**src/rtl/mem_port_arbiter.sv**
```systemverilog
// Shares one fixed-latency SRAM port between instruction fetch and data access.
// Round-robin on ties; each access is IDLE -> BUSY (WAIT_CYCLES) -> DONE (one-cycle ready).
module mem_port_arbiter #(
    parameter int unsigned WAIT_CYCLES = 2
) (
    input  logic        clk,
    input  logic        rst,
    input  logic        if_req,
    input  logic [31:0] if_addr,
    output logic [31:0] if_rdata,
    output logic        if_ready,
    input  logic        mem_req,
    input  logic        mem_we,
    input  logic [31:0] mem_addr,
    input  logic [31:0] mem_wdata,
    output logic [31:0] mem_rdata,
    output logic        mem_ready,
    output logic        freeze,
    output logic        if_stall,
    output logic        sram_en,
    output logic        sram_we,
    output logic [31:0] sram_addr,
    output logic [31:0] sram_wdata,
    input  logic [31:0] sram_rdata
);

    localparam int unsigned AW = 32;
    localparam int unsigned DW = 32;
    localparam int unsigned CW = 8;
    localparam logic [CW-1:0] CNT_LAST = CW'(WAIT_CYCLES - 1);

    typedef enum logic [1:0] {IDLE, BUSY, DONE} state_t;
    typedef enum logic {GNT_IF = 1'b0, GNT_MEM = 1'b1} gnt_t;

    state_t        state_q, state_d;
    gnt_t          grant_q, grant_d;
    gnt_t          last_q, last_d;
    logic [CW-1:0] cnt_q, cnt_d;
    logic [AW-1:0] addr_q, addr_d;
    logic [DW-1:0] wdata_q, wdata_d;
    logic          we_q, we_d;
    logic [DW-1:0] rdata_q, rdata_d;
    logic          sram_en_d, sram_we_d, if_ready_d, mem_ready_d;

    // Next-state and next-output logic
    always_comb begin
        state_d = state_q;
        grant_d = grant_q;
        last_d  = last_q;
        cnt_d   = cnt_q;
        addr_d  = addr_q;
        wdata_d = wdata_q;
        we_d    = we_q;
        rdata_d = rdata_q;
        case (state_q)
            IDLE: begin
                if (if_req || mem_req) begin
                    // On a tie the requester not served last wins
                    grant_d = (mem_req && (!if_req || last_q == GNT_IF)) ? GNT_MEM : GNT_IF;
                    if (grant_d == GNT_MEM) begin
                        addr_d  = mem_addr;
                        wdata_d = mem_wdata;
                        we_d    = mem_we;
                    end else begin
                        addr_d  = if_addr;
                        we_d    = 1'b0;
                    end
                    cnt_d   = '0;
                    state_d = BUSY;
                end
            end
            BUSY: begin
                cnt_d = cnt_q + CW'(1);
                if (cnt_q == CNT_LAST) begin
                    if (!we_q) begin
                        rdata_d = sram_rdata;
                    end
                    last_d  = grant_q;
                    state_d = DONE;
                end
            end
            DONE:    state_d = IDLE;
            default: state_d = IDLE;
        endcase

        sram_en_d   = (state_d == BUSY);
        sram_we_d   = (state_d == BUSY) && we_d;
        if_ready_d  = (state_d == DONE) && (grant_d == GNT_IF);
        mem_ready_d = (state_d == DONE) && (grant_d == GNT_MEM);
    end

    // State and output registers; reset aborts any access in flight
    always_ff @(posedge clk or negedge rst) begin
        if (!rst) begin
            state_q   <= IDLE;
            grant_q   <= GNT_IF;
            last_q    <= GNT_IF;
            cnt_q     <= '0;
            addr_q    <= '0;
            wdata_q   <= '0;
            we_q      <= 1'b0;
            rdata_q   <= '0;
            sram_en   <= 1'b0;
            sram_we   <= 1'b0;
            if_ready  <= 1'b0;
            mem_ready <= 1'b0;
        end else begin
            state_q   <= state_d;
            grant_q   <= grant_d;
            last_q    <= last_d;
            cnt_q     <= cnt_d;
            addr_q    <= addr_d;
            wdata_q   <= wdata_d;
            we_q      <= we_d;
            rdata_q   <= rdata_d;
            sram_en   <= sram_en_d;
            sram_we   <= sram_we_d;
            if_ready  <= if_ready_d;
            mem_ready <= mem_ready_d;
        end
    end

    assign sram_addr  = addr_q;
    assign sram_wdata = wdata_q;
    assign if_rdata   = rdata_q;
    assign mem_rdata  = rdata_q;

    // Pipeline hold signals react in the same cycle as the request/ready
    assign freeze   = mem_req & ~mem_ready;
    assign if_stall = if_req & ~if_ready;

endmodule

```
**config.mk**
```make
export PLATFORM = sky130hd
export DESIGN_NAME = mem_port_arbiter
export DESIGN_NICKNAME = d
export VERILOG_FILES = /design/src/rtl/mem_port_arbiter.sv
export SDC_FILE = /design/constraint.sdc
export NUM_CORES = 1
export LEC_CHECK = 0
export ABC_AREA = 0
export BUFFER_PORTS_ARGS = -buffer_cell sky130_fd_sc_hd__buf_2
export CORE_ASPECT_RATIO = 0.6
export CORE_MARGIN = 2
export CORE_UTILIZATION = 40
export CTS_CLUSTER_SIZE = 28
export DETAILED_ROUTE_END_ITERATION = 12
export GPL_TIMING_DRIVEN = 1
export PLACE_DENSITY = 0.8
export SLEW_MARGIN = 15
export SYNTH_ARGS = -nofsm -noshare
export SYNTH_HDL_FRONTEND = slang
export SYNTH_SLANG_ARGS = --single-unit
```
**constraint.sdc**
```tcl
create_clock -name clk -period 5.31 [get_ports clk]
set_input_delay 0.2655 -clock clk [delete_from_list [all_inputs] [get_ports clk]]
set_output_delay 0.2655 -clock clk [all_outputs]
set_load 0.05 [all_outputs]
```
==> results.sh, run 1 <==
export IMPL_syn_area_um2=4940
export IMPL_postSynthAreaPerCell_um2=12.8
export IMPL_die_area_um2=13300
export IMPL_synth_edf_count=0
export IMPL_seq_power_share=0.439
export IMPL_critical_path_buf_inv_count=2
export IMPL_combPwrFrac=0.050
export IMPL_start_util=0.409
export IMPL_yosysUniqueCellTypes=39
export IMPL_fp_dieW_um=147
export IMPL_maxCapViolations=0
export IMPL_ys_warn_count=0
export IMPL_fp_dieH_um=90.1
export IMPL_dr_first_iter_drc_count=147
export IMPL_gp_congestion=0.782
export IMPL_cp_arrival_ns=2.57
export IMPL_synthesis_instances=386
export IMPL_power_internal_w=0.00154
export IMPL_synth_xor_area_share=0.00177
export IMPL_ys_ff_latch=113
export IMPL_firstDrtPassIters=5
export IMPL_r2r_setup_slack_ns=3.01
export IMPL_fmax_mhz=435
export IMPL_first_global_vias=3996
export IMPL_holdPathEnd="if_rdata[5]"
export IMPL_wl_um=11900
export IMPL_gr_usage_all_layers=0.182
export IMPL_place_inst=768
export IMPL_synthAdderAreaFrac=0.00507
export IMPL_final_cell_count_no_fill=801
export IMPL_synth_top_family_by_area="multiplexers"
export IMPL_muxShareOfSynthArea=0.221
export IMPL_synthSimpleGateAreaFrac=0.0408
export IMPL_whs_path_depth=2
export IMPL_r2r_start="cnt_q[1]"
export IMPL_synth_net_count=521
export IMPL_seq_area_um2=2830
export IMPL_hold_violations=0
export IMPL_power_switching_w=0.000427
export IMPL_antenna_cells=0
export IMPL_overflow=0
export IMPL_cpPeakStageDelay_ns=0.49
export IMPL_drive_gt1_frac=0.583
export IMPL_io_pins=267
export IMPL_synth_compound_area_frac=0.0864
export IMPL_power_leakage_nw=3.91
export IMPL_period_share=0.433
export IMPL_place_port_buffers=266
export IMPL_place_detailed_hpwl_um=8770
export IMPL_via_count=3918
export IMPL_clkTransAtPathRegs_ns=0.05
export IMPL_clockBufferDepth=2
export IMPL_fill_cells=1012
export IMPL_min_from="sram_rdata[5]"
export IMPL_grt_pass1_wl_um=19400
export IMPL_insertion_delay_ns=0.39
export IMPL_tightest_slew_ns=0.924
export IMPL_vias_per_cell=4.89
export IMPL_worstPathMaxFanout=32
export IMPL_finalSetupViolations=0
export IMPL_whs_ns=0.0904
export IMPL_ir_drop_mv=0.218
export IMPL_area_growth_pct=36.4
export IMPL_rsz0062_at_grt="false"
export IMPL_synth_seq_area_share=0.573
export IMPL_htreeDepth=4
export IMPL_antenna_found_initial=0
export IMPL_drc=0
export IMPL_utilization=0.559
export IMPL_final_common_cell="buf_2"
export IMPL_regToRegEndpoint="if_rdata[19]"
export IMPL_end_kind="flip-flop"
export IMPL_worst_setup_path_type="reg2reg"
export IMPL_slowest_stage="or4b_4"
export IMPL_post_drt_wl_per_cell_um=14.9
export IMPL_core_area_um2=12100
export IMPL_final_nets=758
export IMPL_rows=31
export IMPL_drtAntennaViolNets=0
export IMPL_totalNegativeSetupSlack_ns=0
export IMPL_clock_sink_count=113
export IMPL_r2r_cells=6
export IMPL_grt_max_degree=76
export IMPL_power_frac_clock=0.511
export IMPL_async_flop_share=1.00
export IMPL_multiInputGateArea_um2=1780
export IMPL_cts_buffers_inserted=17
export IMPL_critPathLaunchType="flip-flop"
export IMPL_cts_root_buf="clkbuf_16"
export IMPL_cts_setup_buffers=0
export IMPL_finalPower_w=0.00197
export IMPL_final_max_slew_viol_count=0
export IMPL_final_cell_mix="buf_2 (265), dfrtp_1 (113), o21ai_0 (70), mux2_2 (63), mux2i_1 (36)"
export IMPL_finalCriticalPeriod_ns=2.30
export IMPL_synth_main_ff_cell="dfrtp_1"
export IMPL_sw_frac_of_total=0.217
export IMPL_skew_ns=0.00961
export IMPL_status="completed"
export IMPL_power_density_nw_per_um2=292
export IMPL_cts_tree="yes"
export IMPL_cp_top_family="simple AND/OR/NAND/NOR gates"
export IMPL_crit_required_ns=5.58
export IMPL_max_slew_margin=0.384
export IMPL_hold_path_class="in2reg"
export IMPL_worstPathCellList="inv_1, ha_1, or4b_4, nor4_4, buf_4, mux2_2"
-- synthesized netlist by cell type, types with 2 or more instances --
| library cell | n | area (um^2) |
|---|---|---|
| nand4_1 | 2 | 12.5 |
| nand3_1 | 3 | 15.0 |
| buf_2 | 3 | 15.0 |
| mux2i_1 | 36 | 360 |
| mux2_2 | 63 | 709 |
| nor2_1 | 3 | 11.3 |
| o22ai_1 | 2 | 12.5 |
| ha_1 | 2 | 25.0 |
| buf_1 | 3 | 11.3 |
| mux2_1 | 2 | 22.5 |
| nand2_1 | 9 | 33.8 |
| buf_6 | 3 | 33.8 |
| nor2b_1 | 4 | 25.0 |
| buf_4 | 32 | 240 |
| o21ai_0 | 70 | 350 |
| clkbuf_1 | 13 | 48.8 |
| inv_1 | 2 | 7.51 |
| dfrtp_1 | 113 | 2830 |
-- layer usage --
layer / global-route usage / vias up / routed length [um]
li1: - / 1811 / -
met2: 0.306 / 165 / 5840
met4: 0.0577 / 0 / 141
met5: 0 / - / 0
met3: 0.0452 / 14 / 785
met1: 0.231 / 1928 / 5180
-- cells by family after synthesis --
group,count (synthesis)
AO/OA/AOI/OAI,80
flip-flops,113
buffers and inverters,56
adder cells (fa/ha/maj),2
AND/OR/NAND/NOR,33
XOR/XNOR,1
multiplexers,101
-- worst max path at each step --
stage | from | to | slack [ns] | cells past startpoint
after global routing | cnt_q[1] | if_rdata[19] | 2.90 | 6
after global placement | cnt_q[1] | if_rdata[25] | 3.09 | 6
after floorplan | cnt_q[1] | if_rdata[10] | 3.24 | 6
after CTS | cnt_q[1] | if_rdata[12] | 3.00 | 6
final | cnt_q[1] | if_rdata[19] | 3.01 | 6
after detailed placement | cnt_q[1] | if_rdata[28] | 3.01 | 6
-- through the flow --
stage	cell area, um^2	setup WS, ns
after floorplan	4940	3.24
after global placement	6180	3.09
after detailed placement	6180	3.01
after CTS	6730	3.00
after global routing	6740	2.90
final	6740	3.01
-- sequential cells by signal, summed over array words and instances (netlist names) --
signal      flops
cnt_q           8
grant_q         1
if_rdata       32
if_ready        1
last_q          1
mem_ready       1
sram_addr      32
sram_en         1
sram_wdata     32
sram_we         1
state_q         2
we_q            1
-- power groups by stage --
stage | logic [W] | registers (W) | clock network [W]
detailed placement | 0.0000995 | 0.000877 | 0
floorplan | 0.0000275 | 0.000877 | 0
global placement | 0.0000951 | 0.000877 | 0
finish | 0.0000982 | 0.000862 | 0.00101
global route | 0.000110 | 0.000861 | 0.00107
CTS | 0.000100 | 0.000862 | 0.00103
-- layout make-up --
type                       instances  share of cell area
multi-input combinational        217               0.264
clock buffer                      22              0.0704
sequential                       113               0.420
clock inverter                    10             0.00910
inverter                           2             0.00111
tap                              165              0.0306
timing repair buffer             272               0.205
-- what timing repair did --
item / CTS / global route
hold buffers: 1 / 0
endpoints found under the hold margin: 38 / 0
gates resized for setup: 0 / 0
Power figures use the tool's default switching activity.
==> inputs of run 2 (changes only) <==
PLACE_DENSITY = 0.83   (was 0.8)
clock period = 2 ns   (was 5.31 ns; I/O delays follow)
==> run 2 against run 1 <==
  * The flow now finishes with violations (negative setup slack)
  * Sequential share of layout area down 6.1 points
  * Clock skew up 0.00081 ns
  * First-iteration DRC count up 8.8%
  * Core utilization up 9.5 points
  * Largest power group unchanged
==> results.sh, run 2 (same netlist as run 1, synthesis figures left out) <==
export IMPL_cts_root_buf="clkbuf_16"
export IMPL_insertion_delay_ns=0.40
export IMPL_die_area_um2=13300
export IMPL_finalCriticalPeriod_ns=2.02
export IMPL_ir_drop_mv=0.604
export IMPL_io_pins=267
export IMPL_drtAntennaViolNets=0
export IMPL_rows=31
export IMPL_place_detailed_hpwl_um=9270
export IMPL_fp_dieW_um=147
export IMPL_final_max_slew_viol_count=0
export IMPL_holdPathEnd="sram_addr[8]"
export IMPL_grt_max_degree=63
export IMPL_design_area_um2=7880
export IMPL_final_nets=862
export IMPL_wl_um=14600
export IMPL_violations="negative setup slack"
export IMPL_power_leakage_nw=4.39
export IMPL_seq_area_um2=2830
export IMPL_crit_required_ns=2.27
export IMPL_dr_first_iter_drc_count=160
export IMPL_clockBufferDepth=2
export IMPL_slowest_stage="or4b_4"
export IMPL_period_share=1.01
export IMPL_rsz0062_at_grt="true"
export IMPL_worstPathMaxFanout=16
export IMPL_max_slew_margin=0.496
export IMPL_skew_ns=0.0104
export IMPL_final_common_cell="buf_2"
export IMPL_whs_path_depth=3
export IMPL_core_area_um2=12100
export IMPL_first_global_vias=4596
export IMPL_tightest_slew_ns=0.755
export IMPL_layout_setup_ws_ns=-0.0243
export IMPL_maxCapViolations=0
export IMPL_fmax_mhz=494
export IMPL_hold_violations=0
export IMPL_antenna_found_initial=0
export IMPL_r2r_setup_slack_ns=-0.02
export IMPL_r2r_start="cnt_q[1]"
export IMPL_clkTransAtPathRegs_ns=0.05
export IMPL_dpl_instance_area_um2=6280
export IMPL_cts_buffers_inserted=17
export IMPL_min_from="if_addr[8]"
export IMPL_cpPeakStageDelay_ns=0.49
export IMPL_gp_congestion=0.833
export IMPL_gr_usage_all_layers=0.221
export IMPL_fill_cells=911
export IMPL_clock_sink_count=113
export IMPL_finalSetupViolations=20
export IMPL_worstPathCellList="inv_1, ha_1, or4b_4, nor4_4, buf_4, buf_12, mux2_2"
export IMPL_place_port_buffers=266
export IMPL_firstDrtPassIters=4
export IMPL_post_drt_wl_per_cell_um=16.1
export IMPL_area_growth_pct=59.6
export IMPL_vias_per_cell=4.89
export IMPL_whs_ns=0.0109
export IMPL_antenna_cells=0
export IMPL_cp_arrival_ns=2.29
export IMPL_place_ws_ns=-0.0325
export IMPL_hold_path_class="in2reg"
export IMPL_grt_pass1_wl_um=23100
export IMPL_final_cell_mix="buf_2 (265), dfrtp_1 (113), dlygate4sd3_1 (91), o21ai_0 (70), mux2_2 (62)"
export IMPL_drc=0
export IMPL_critical_path_buf_inv_count=3
export IMPL_status="finished, violations left"
export IMPL_worst_setup_path_type="reg2reg"
export IMPL_r2r_cells=7
export IMPL_drive_gt1_frac=0.526
export IMPL_via_count=4425
export IMPL_multiInputGateArea_um2=1780
export IMPL_overflow=0
export IMPL_end_kind="flip-flop"
export IMPL_start_util=0.409
export IMPL_utilization=0.653
export IMPL_power_density_nw_per_um2=734
export IMPL_fp_dieH_um=90.1
export IMPL_critPathLaunchType="flip-flop"
export IMPL_regToRegEndpoint="if_rdata[21]"
export IMPL_htreeDepth=4
export IMPL_cp_top_family="simple AND/OR/NAND/NOR gates"
export IMPL_cts_tree="yes"
## run 2: cell type report
cell class | instances | share of cell area
inverter | 2 | 0.000953
timing repair buffer | 376 | 0.310
clock inverter | 13 | 0.0205
tap | 165 | 0.0262
multi-input combinational | 217 | 0.226
clock buffer | 19 | 0.0575
sequential | 113 | 0.359
## run 2: where the power goes
part           leakage, nW  switching (W)  total (W)  internal (W)
registers             1.55              0    0.00229       0.00229
clock network        0.279        0.00105    0.00307       0.00202
logic                 2.56       0.000168   0.000426      0.000257
## run 2: what timing repair did
action | CTS | global route
endpoints found under the setup margin | 32 | 35
buffers inserted | 0 | 2
gates resized for setup | 0 | 5
endpoints found under the hold margin | 165 | 0
gates cloned | 0 | 2
hold buffers | 91 | 0
## run 2: worst min-delay path, stage by stage
cell and delay (ns):
buf_2 0.07, mux2i_1 0.05, o21ai_0 0.14
## run 2: per-layer routing
layer	share of wire	GRT usage
met5	0	0
met4	0.0089	0.0585
met1	0.41	0.266
met3	0.075	0.0701
met2	0.51	0.384
## run 2: worst max-delay path by stage
| stage | from | to | slack [ns] | cells past startpoint |
|---|---|---|---|---|
| 2_1_floorplan | cnt_q[1] | if_rdata[10] | 0.007 | 6 |
| 3_3_place_gp | cnt_q[1] | if_rdata[21] | 0.06 | 6 |
| 3_5_place_dp | cnt_q[1] | if_rdata[18] | -0.03 | 6 |
| 4_1_cts | cnt_q[1] | if_rdata[21] | -0.04 | 6 |
| 5_1_grt | cnt_q[1] | if_rdata[16] | -0.07 | 7 |
| 6_report | cnt_q[1] | if_rdata[21] | -0.02 | 7 |
## run 2: through the flow
step                power [W]  cells  TNS [ns]
global route          0.00599    905     -1.94
floorplan             0.00240    386         0
global placement      0.00259    778         0
finish                0.00578    905    -0.223
CTS                   0.00583    901    -0.641
detailed placement    0.00260    778    -0.487
==> inputs of run 3 (changes only) <==
HOLD_SLACK_MARGIN = 0.05   (was unset)
==> run 3 against run 2 <==
  * The flow still finishes with violations (negative setup slack)
  * Via count rose by 3.9%
  * Fmax about the same
  * Clock power about the same
  * Clock skew shrank 0.0022 ns
  * Hold slack improved by 0.047 ns
  * Count of clock-buffer cells in the layout did not move
  * Global-route usage increased by 1.5 points
  * Register-to-register slack hardly changed
  * Die area unchanged
  * Critical path depth did not move
  * Largest cell class unchanged
  * Sequential power hardly changed
==> results.sh, run 3 (same netlist as run 1, synthesis figures left out) <==
export IMPL_skew_ns=0.00825
export IMPL_fill_cells=850
export IMPL_crit_start="cnt_q[1]"
export IMPL_fp_dieH_um=90.1
export IMPL_slowest_stage="or4b_4"
export IMPL_rsz0062_at_grt="true"
export IMPL_layout_setup_ws_ns=-0.0255
export IMPL_final_nets=898
export IMPL_crit_required_ns=2.27
export IMPL_antenna_found_initial=0
export IMPL_critPathLaunchType="flip-flop"
export IMPL_place_inst=778
export IMPL_wl_um=15500
export IMPL_r2r_start="cnt_q[1]"
export IMPL_fmax_mhz=494
export IMPL_drive_gt1_frac=0.499
export IMPL_start_util=0.409
export IMPL_final_common_cell="buf_2"
export IMPL_hold_path_class="in2reg"
export IMPL_clockBufferDepth=2
export IMPL_min_from="if_addr[1]"
export IMPL_overflow=0
export IMPL_busiest_layer="met2"
export IMPL_violations="negative setup slack"
export IMPL_design_area_um2=8260
export IMPL_worstPathCellList="inv_1, ha_1, or4b_4, nor4_4, buf_4, buf_12, mux2_2"
export IMPL_ir_drop_mv=0.607
export IMPL_finalSetupViolations=22
export IMPL_max_slew_margin=0.499
export IMPL_rows=31
export IMPL_via_count=4596
export IMPL_regToRegEndpoint="if_rdata[21]"
export IMPL_multiInputGateArea_um2=1790
export IMPL_cts_root_buf="clkbuf_16"
export IMPL_cp_depth=7
export IMPL_finalCriticalPeriod_ns=2.03
export IMPL_place_detailed_hpwl_um=9270
export IMPL_antenna_cells=0
export IMPL_grt_pass1_wl_um=24600
export IMPL_final_max_slew_viol_count=0
export IMPL_grt_util_met2=0.421
export IMPL_clkTransAtPathRegs_ns=0.05
export IMPL_worst_setup_path_type="reg2reg"
export IMPL_worstPathMaxFanout=16
export IMPL_area_growth_pct=67.3
export IMPL_insertion_delay_ns=0.40
export IMPL_status="finished, violations left"
export IMPL_dpl_instance_area_um2=6280
export IMPL_first_global_vias=4908
export IMPL_holdPathEnd="sram_addr[1]"
export IMPL_final_cell_mix="buf_2 (265), dlygate4sd3_1 (127), dfrtp_1 (113), o21ai_0 (70), mux2_2 (58)"
export IMPL_whs_path_depth=3
export IMPL_r2r_cells=7
export IMPL_htreeDepth=4
export IMPL_use_met3=0.0685
export IMPL_drc=0
export IMPL_met1_usage=0.276
export IMPL_cpPeakStageDelay_ns=0.49
export IMPL_gr_usage_all_layers=0.236
export IMPL_power_density_nw_per_um2=710
export IMPL_core_area_um2=12100
export IMPL_cts_buffers_inserted=17
export IMPL_r2r_setup_slack_ns=-0.03
export IMPL_end_kind="flip-flop"
export IMPL_io_pins=267
export IMPL_power_leakage_nw=4.55
export IMPL_place_port_buffers=266
export IMPL_grt_max_degree=63
export IMPL_final_cell_count_no_fill=941
export IMPL_vias_per_cell=4.88
export IMPL_maxCapViolations=0
export IMPL_cp_top_family="simple AND/OR/NAND/NOR gates"
export IMPL_clock_sink_count=113
export IMPL_die_area_um2=13300
export IMPL_fp_dieW_um=147
export IMPL_tightest_slew_ns=0.751
export IMPL_drtAntennaViolNets=0
export IMPL_hold_violations=0
export IMPL_firstDrtPassIters=4
export IMPL_dr_first_iter_drc_count=161
export IMPL_cts_tree="yes"
export IMPL_seq_area_um2=2830
export IMPL_cp_arrival_ns=2.29
export IMPL_gp_congestion=0.833
export IMPL_post_drt_wl_per_cell_um=16.5
export IMPL_period_share=1.01
export IMPL_critical_path_buf_inv_count=3
==> run 3: cell types whose count changed in the layout (fill, tap and decap cells not counted) <==
cell / change
dlygate4sd3_1: +36
mux2_2: -4
buf_6: -3
buf_8: +2
mux2_1: +2
mux2_4: +2
buf_12: +1
==> run 3: through the flow <==
step	power, W	hold WS [ns]	util	setup TNS, ns	worst slack [ns]
floorplan	0.00240	-0.196	-	0	0.00680
finish	0.00587	0.0576	0.685	-0.183	-0.0255
detailed placement	0.00260	0.00746	0.521	-0.487	-0.0325
global route	0.00606	0.0767	0.685	-1.57	-0.0628
CTS	0.00590	0.0504	0.677	-0.641	-0.0371
global placement	0.00259	0.00357	0.521	0	0.0577
==> run 3: power by group <==
part	leakage, nW	switching [W]	internal (W)	total (W)
sequential	1.55	0	0.00229	0.00229
combinational	2.72	0.000188	0.000319	0.000508
clock	0.279	0.00105	0.00202	0.00307
total	4.55	0.00124	0.00463	0.00587
==> run 3: how the worst max path moves through the flow <==
stage | endpoint | slack, ns
2_1_floorplan | if_rdata[10] | 0.007
3_3_place_gp | if_rdata[21] | 0.06
3_5_place_dp | if_rdata[18] | -0.03
4_1_cts | if_rdata[21] | -0.04
5_1_grt | if_rdata[10] | -0.06
6_report | if_rdata[21] | -0.03
==> run 3: worst reg2reg max path, delay by kind of cell (launching register included) <==
kind                       cells  cell delay (ns)
and+or+nand+nor                2             0.66
DFF                            1             0.37
muxes                          1             0.36
adders and majority gates      1             0.13
buffers and inverters          3             0.38
==> run 3: what timing repair did <==
action	4_1_cts	5_1_grt
setup endpoints to repair	32	50
hold endpoints to repair	210	0
setup buffers	0	2
gates resized for setup	0	11
gates cloned	0	2
hold buffers	127	0
==> run 3: final cells by class <==
cell class                 count  share of cell area
sequential                   113               0.342
timing repair buffer         412               0.341
multi-input combinational    217               0.217
clock buffer                  19              0.0548
tap                          165              0.0250
clock inverter                13              0.0195
inverter                       2            0.000908
==> run 3: metal layers <==
layer	share of wire	wire length [um]	vias to the layer above
met2	0.52	8030	221
met3	0.073	1130	22
met5	0	0	-
met4	0.013	194	0
met1	0.40	6160	2248
li1	-	-	2105
